[config.mk]
export PLATFORM = sky130hd
export DESIGN_NAME = cr_kme_fifo_arb
export DESIGN_NICKNAME = d
export VERILOG_FILES = /design/src/rtl/cr_kme_fifo_arb.sv
export SDC_FILE = /design/constraint.sdc
export NUM_CORES = 1
export LEC_CHECK = 0
export ABC_AREA = 0
export CORE_AREA = 2 2 148 150
export CTS_CLUSTER_DIAMETER = 50
export DETAILED_ROUTE_END_ITERATION = 12
export DIE_AREA = 0 0 150 152
export PLACE_DENSITY = 0.71
export SLEW_MARGIN = 20
export SYNTH_ARGS = -nofsm -noshare
export SYNTH_HDL_FRONTEND = slang
export SYNTH_SLANG_ARGS = --single-unit
[constraint.sdc]
create_clock -name clk -period 4.95 [get_ports clk]
set_input_delay 0.99 -clock clk [delete_from_list [all_inputs] [get_ports clk]]
set_output_delay 0.99 -clock clk [all_outputs]
set_load 0.01 [all_outputs]
[src/rtl/cr_kme_fifo_arb.sv]
`default_nettype none
// ============================================================================
//  Module   : cr_kme_fifo_arb
//  Purpose  : Round-robin, burst-locking arbiter sharing one cr_kme FIFO write
//             port among N_REQ requesters. A single registered output stage
//             decouples requester timing from the FIFO. A stall holds the
//             staged beat and never drops it. Sticky FIFO and burst-protocol
//             error flags are kept for the status registers.
//  Revision : 1.0 - initial release
// ============================================================================
module cr_kme_fifo_arb #(
  parameter int N_REQ     = 4,
  parameter int DW        = 71,
  parameter int MAX_BURST = 8
) (
  input  logic                  clk,
  input  logic                  rst,
  input  logic [N_REQ-1:0]      req_valid,
  input  logic [N_REQ*DW-1:0]   req_data,
  input  logic [N_REQ-1:0]      req_last,
  output logic [N_REQ-1:0]      req_ack,
  output logic [DW-1:0]         fifo_in,
  output logic                  fifo_in_valid,
  input  logic                  fifo_in_stall,
  input  logic                  fifo_overflow,
  input  logic                  fifo_underflow,
  input  logic                  err_clr,
  output logic                  err_overflow,
  output logic                  err_underflow,
  output logic                  err_burst,
  output logic [N_REQ-1:0]      cur_owner,
  output logic                  busy
);

  localparam int         PW         = (N_REQ > 1) ? $clog2(N_REQ) : 1;
  localparam logic [0:0] ST_IDLE    = 1'b0;
  localparam logic [0:0] ST_LOCK    = 1'b1;
  // Count value at which the next non-last beat forces the lock to release.
  localparam logic [7:0] BURST_LAST = 8'(MAX_BURST - 1);

  logic [0:0]    state_q, state_d;
  logic [PW-1:0] owner_q, owner_d;
  logic [PW-1:0] rr_ptr_q, rr_ptr_d;
  logic [7:0]    burst_cnt_q, burst_cnt_d;
  logic          stage_full_q, stage_full_d;
  logic [DW-1:0] stage_data_q, stage_data_d;
  logic          err_ovf_q, err_ovf_d;
  logic          err_unf_q, err_unf_d;
  logic          err_bst_q, err_bst_d;

  logic          pop;
  logic          can_load;
  logic          win_found;
  logic [PW-1:0] win_idx;
  logic [PW-1:0] sel_idx;
  logic          take;
  logic [DW-1:0] sel_data;
  logic          sel_last;
  logic          burst_force;

  // Output stage drains whenever it holds a beat and the FIFO has room.
  assign pop      = stage_full_q & ~fifo_in_stall;
  assign can_load = ~stage_full_q | pop;

  // Round-robin search: first valid requester after rr_ptr, with wrap.
  always_comb begin
    win_found = 1'b0;
    win_idx   = '0;
    for (int k = 1; k <= N_REQ; k++) begin
      automatic logic [PW-1:0] idx = PW'((int'(rr_ptr_q) + k) % N_REQ);
      if (!win_found && req_valid[idx]) begin
        win_found = 1'b1;
        win_idx   = idx;
      end
    end
  end

  // While locked only the owner may be served; otherwise the RR winner.
  always_comb begin
    take    = 1'b0;
    sel_idx = win_idx;
    if (state_q == ST_IDLE) begin
      take    = can_load & win_found;
      sel_idx = win_idx;
    end else begin
      take    = can_load & req_valid[owner_q];
      sel_idx = owner_q;
    end
  end

  // Data/last mux for the selected requester.
  always_comb begin
    sel_data = '0;
    for (int i = 0; i < N_REQ; i++) begin
      if (PW'(i) == sel_idx) begin
        sel_data = req_data[i*DW +: DW];
      end
    end
    sel_last = req_last[sel_idx];
  end

  assign req_ack = take ? (N_REQ'(1) << sel_idx) : '0;

  // Arbitration FSM next-state: lock on a non-last beat, release on last
  // or when the burst reaches MAX_BURST beats (flagged as a protocol error).
  always_comb begin
    state_d     = state_q;
    owner_d     = owner_q;
    rr_ptr_d    = rr_ptr_q;
    burst_cnt_d = burst_cnt_q;
    burst_force = 1'b0;
    case (state_q)
      ST_IDLE: begin
        if (take) begin
          if (sel_last) begin
            rr_ptr_d = win_idx;
          end else begin
            state_d     = ST_LOCK;
            owner_d     = win_idx;
            burst_cnt_d = 8'd1;
          end
        end
      end
      ST_LOCK: begin
        if (take) begin
          if (sel_last) begin
            state_d     = ST_IDLE;
            rr_ptr_d    = owner_q;
            burst_cnt_d = 8'd0;
          end else if (burst_cnt_q == BURST_LAST) begin
            burst_force = 1'b1;
            state_d     = ST_IDLE;
            rr_ptr_d    = owner_q;
            burst_cnt_d = 8'd0;
          end else begin
            burst_cnt_d = burst_cnt_q + 8'd1;
          end
        end
      end
      default: begin
        state_d = ST_IDLE;
      end
    endcase
  end

  // Stage loads on any ack (pop and load can coincide), else empties on pop.
  always_comb begin
    stage_full_d = stage_full_q;
    stage_data_d = stage_data_q;
    if (take) begin
      stage_full_d = 1'b1;
      stage_data_d = sel_data;
    end else if (pop) begin
      stage_full_d = 1'b0;
    end
  end

  // Sticky error flags; a set in the same cycle as err_clr wins.
  always_comb begin
    err_ovf_d = fifo_overflow  | (err_ovf_q & ~err_clr);
    err_unf_d = fifo_underflow | (err_unf_q & ~err_clr);
    err_bst_d = burst_force    | (err_bst_q & ~err_clr);
  end

  // State registers; reset discards any in-flight staged beat.
  always_ff @(posedge clk or posedge rst) begin
    if (rst) begin
      state_q      <= ST_IDLE;
      owner_q      <= '0;
      rr_ptr_q     <= PW'(N_REQ - 1);
      burst_cnt_q  <= 8'd0;
      stage_full_q <= 1'b0;
      stage_data_q <= '0;
      err_ovf_q    <= 1'b0;
      err_unf_q    <= 1'b0;
      err_bst_q    <= 1'b0;
    end else begin
      state_q      <= state_d;
      owner_q      <= owner_d;
      rr_ptr_q     <= rr_ptr_d;
      burst_cnt_q  <= burst_cnt_d;
      stage_full_q <= stage_full_d;
      stage_data_q <= stage_data_d;
      err_ovf_q    <= err_ovf_d;
      err_unf_q    <= err_unf_d;
      err_bst_q    <= err_bst_d;
    end
  end

  assign fifo_in       = stage_data_q;
  assign fifo_in_valid = pop;
  assign err_overflow  = err_ovf_q;
  assign err_underflow = err_unf_q;
  assign err_burst     = err_bst_q;
  assign cur_owner     = (state_q == ST_LOCK) ? (N_REQ'(1) << owner_q) : '0;
  assign busy          = (state_q == ST_LOCK) | stage_full_q;

endmodule
`default_nettype wire

==> reports/metrics.yaml <==
synth_ff_type: "dfrtp_1"
routedWlPerCell_um: 19.20
cp.depth: 7
finalHoldViolations: 0
areaGrowthSynthToFinish_pct: 83.73
clockBufferDepth: 2
final_core_util: 0.4515
vias: 6319
path_common_cell: "clkdlybuf4s50_1"
outcome: "finished, final reports clean"
cp.required_ns: 3.96
netlist-cell-type-count: 63
vdd_drop_max_mv: 0.2794
hold_buffers: 0
swShare: 0.4451
tritoncts: "built"
fin_skew_ns: 0.007856
dp_hpwl_um: 17990
cts.sinks: 88
synth-async-reset-ratio: 1.000
drive_above_1_share: 0.06127
numCtsBuffers: 9
cts-root-buf: "clkbuf_16"
final-max-slew-violation-count: 0
die_w_um: 150
clk_latency_ns: 0.34
final_cell_mix: "381 x clkdlybuf4s50_1, 90 x nand2_1, 86 x dfrtp_1"
grt_util_all_layers: 0.2064
viasPerCell: 5.084
synth_seq_cells: 88
start_util: 0.2457
syn_inst: 603
nets: 1259
ys_seq_area_frac: 0.4202
wirelength_um: 23860
worstPathCellList: "clkdlybuf4s50_1 -> nor2b_2 -> o21ai_1 -> nand3_1 -> o21a_1 -> nor2_1 -> clkdlybuf4s50_1"
die_y_um: 152
cp_max_fo: 8
period_needed_ns: 4.414
place_inst: 1229
layout_commonest_cell: "clkdlybuf4s50_1"
ys_top_cells_by_area: "dfrtp_1 41%, nand2_1 6.4%, a222oi_1 5.2%"
cp_top_family: "buffers and inverters"
postSynthNetCount: 902
p_per_area_nw_per_um2: 589.7
grt_max_degree: 68
reg2reg_depth: 8
grt_pass1_vias: 6463
crit_arrival_ns: 3.42
portBuffers: 381
min_path_cells: 1
ant_nets: 0
synth.cell_area_um2: 5246
cp_slowest_stage_delay_ns: 0.60
crit_start: "req_valid[3]"
ys_warn_count: 0
setup_slack_ns: 0.5359
synth_top_area_share: 0.4102
max_cap_viol_count: 0
timing.final.crit_share: 0.8917
rsz0062_at_grt: "no"
tns_ns: 0
tightest_slew_ns: 0.8934
hp-class: "register to register"
p_clk_frac: 0.112
comb_power_share: 0.656
core_um2: 21350
antenna_found_initial: 0
ios: 382
post-place-ws_ns: 0.5668
cts_max_level: 3
first_iter_violations: 495
internal-power_w: 0.003154
synth_edf_count: 0
post-cts-setup-buffers: 0
grt_pass1_wl_um: 36370
drc: 0
setup_violations: 0
critical_path_class: "primary input to primary output"
power_frac_seq: 0.233
cp_slowest_cell: "clkdlybuf4s50_1"
nFillCells: 2107
place.gp.congestion: 0.8954
die-area_um2: 22800
slew_headroom: 0.4044
endpoint_kind: "primary output"
yosys.area.top_type: "dfrtp_1"
clk_pin_slew_worst_paths_ns: 0.06
diodes: 0
p_sw_w: 0.002530
first_pass_iters: 10
min-delay-start: "fifo_in[11]"
crit_buf_inv: 2
avgSynthCellArea_um2: 8.700
fmax_mhz: 226.5
instances_no_fill: 1243
start_kind: "primary input"
grt_overflow: 0
p_leak_nw: 3.772
std_cell_rows: 54
cts_resized: 0
r2r_start: "state_q"
-- synth_stat cells (8+ instances only) --
master,number
a222oi_1,27
o21ai_0,36
a21oi_1,32
a21o_1,22
dfrtp_1,86
o21a_1,20
o21ai_1,16
o22ai_1,30
a311oi_1,12
a31oi_1,36
inv_1,8
clkbuf_1,38
nand2_1,90
nor2_1,46
buf_2,9
-- cell type report --
cell class                 count  area [um2]  share of cell area
timing repair buffer         398        3954              0.4102
tap                          280       350.3             0.03634
inverter                      10       40.04            0.004154
sequential                    88        2205              0.2287
clock inverter                 3       20.02            0.002077
clock buffer                  11       242.7             0.02518
multi-input combinational    453        2828              0.2934
-- stage by stage --
stage          power (W)  hold slack [ns]  area, um2
2_1_floorplan   0.003395           0.4923       5246
3_3_place_gp    0.005031           0.4589       9376
3_5_place_dp    0.005070           0.4652       9376
4_1_cts         0.005728           0.4811       9639
5_1_grt         0.006158           0.4862       9639
6_report        0.005684           0.4762       9639
-- power by group through the flow --
| stage | Combinational, W | Sequential (W) | Clock [W] |
|---|---|---|---|
| 2_1_floorplan | 0.00200 | 0.00140 | 0 |
| 3_3_place_gp | 0.00371 | 0.00132 | 0 |
| 3_5_place_dp | 0.00374 | 0.00133 | 0 |
| 4_1_cts | 0.00375 | 0.00132 | 0.000653 |
| 5_1_grt | 0.00410 | 0.00137 | 0.000683 |
| 6_report | 0.00373 | 0.00132 | 0.000634 |
-- path summary, 6_finish.rpt --
path                       slack, ns     endpoint
max                             0.54   req_ack[2]
min                             0.48  fifo_in[11]
max reg2reg                     2.03   owner_q[1]
min reg2reg                     0.48  fifo_in[11]
max in group asynchronous       2.91  fifo_in[66]
min in group asynchronous       1.19  fifo_in[27]
-- sequential cells by signal (all words and copies together) (netlist names) --
signal	cells
fifo_in	71
burst_cnt_q	8
owner_q	2
rr_ptr_q	2
err_burst	1
err_overflow	1
err_underflow	1
stage_full_q	1
state_q	1
-- per-layer routing --
layer / routed length (um) / share of wire / track usage / up-vias
met5: 0 / 0 / 0 / -
met4: 564 / 0.024 / 0.06694 / 0
met3: 1709 / 0.072 / 0.05556 / 36
met2: 11740 / 0.49 / 0.3477 / 260
met1: 9846 / 0.41 / 0.2546 / 3008
li1: - / - / - / 3015
-- cells by family (layout without fill, tap and decap cells) --
family / after synthesis / count (layout) / share of synthesized area
AO/OA/AOI/OAI: 267 / 267 / 0.3563
AND/OR/NAND/NOR: 173 / 173 / 0.1460
flip-flops: 88 / 88 / 0.4202
buffers and inverters: 62 / 422 / 0.04865
multiplexers: 11 / 11 / 0.02480
adder cells (fa/ha/maj): 1 / 1 / 0.002385
XOR/XNOR: 1 / 1 / 0.001670
No activity file was read; power rests on OpenSTA's default activity.
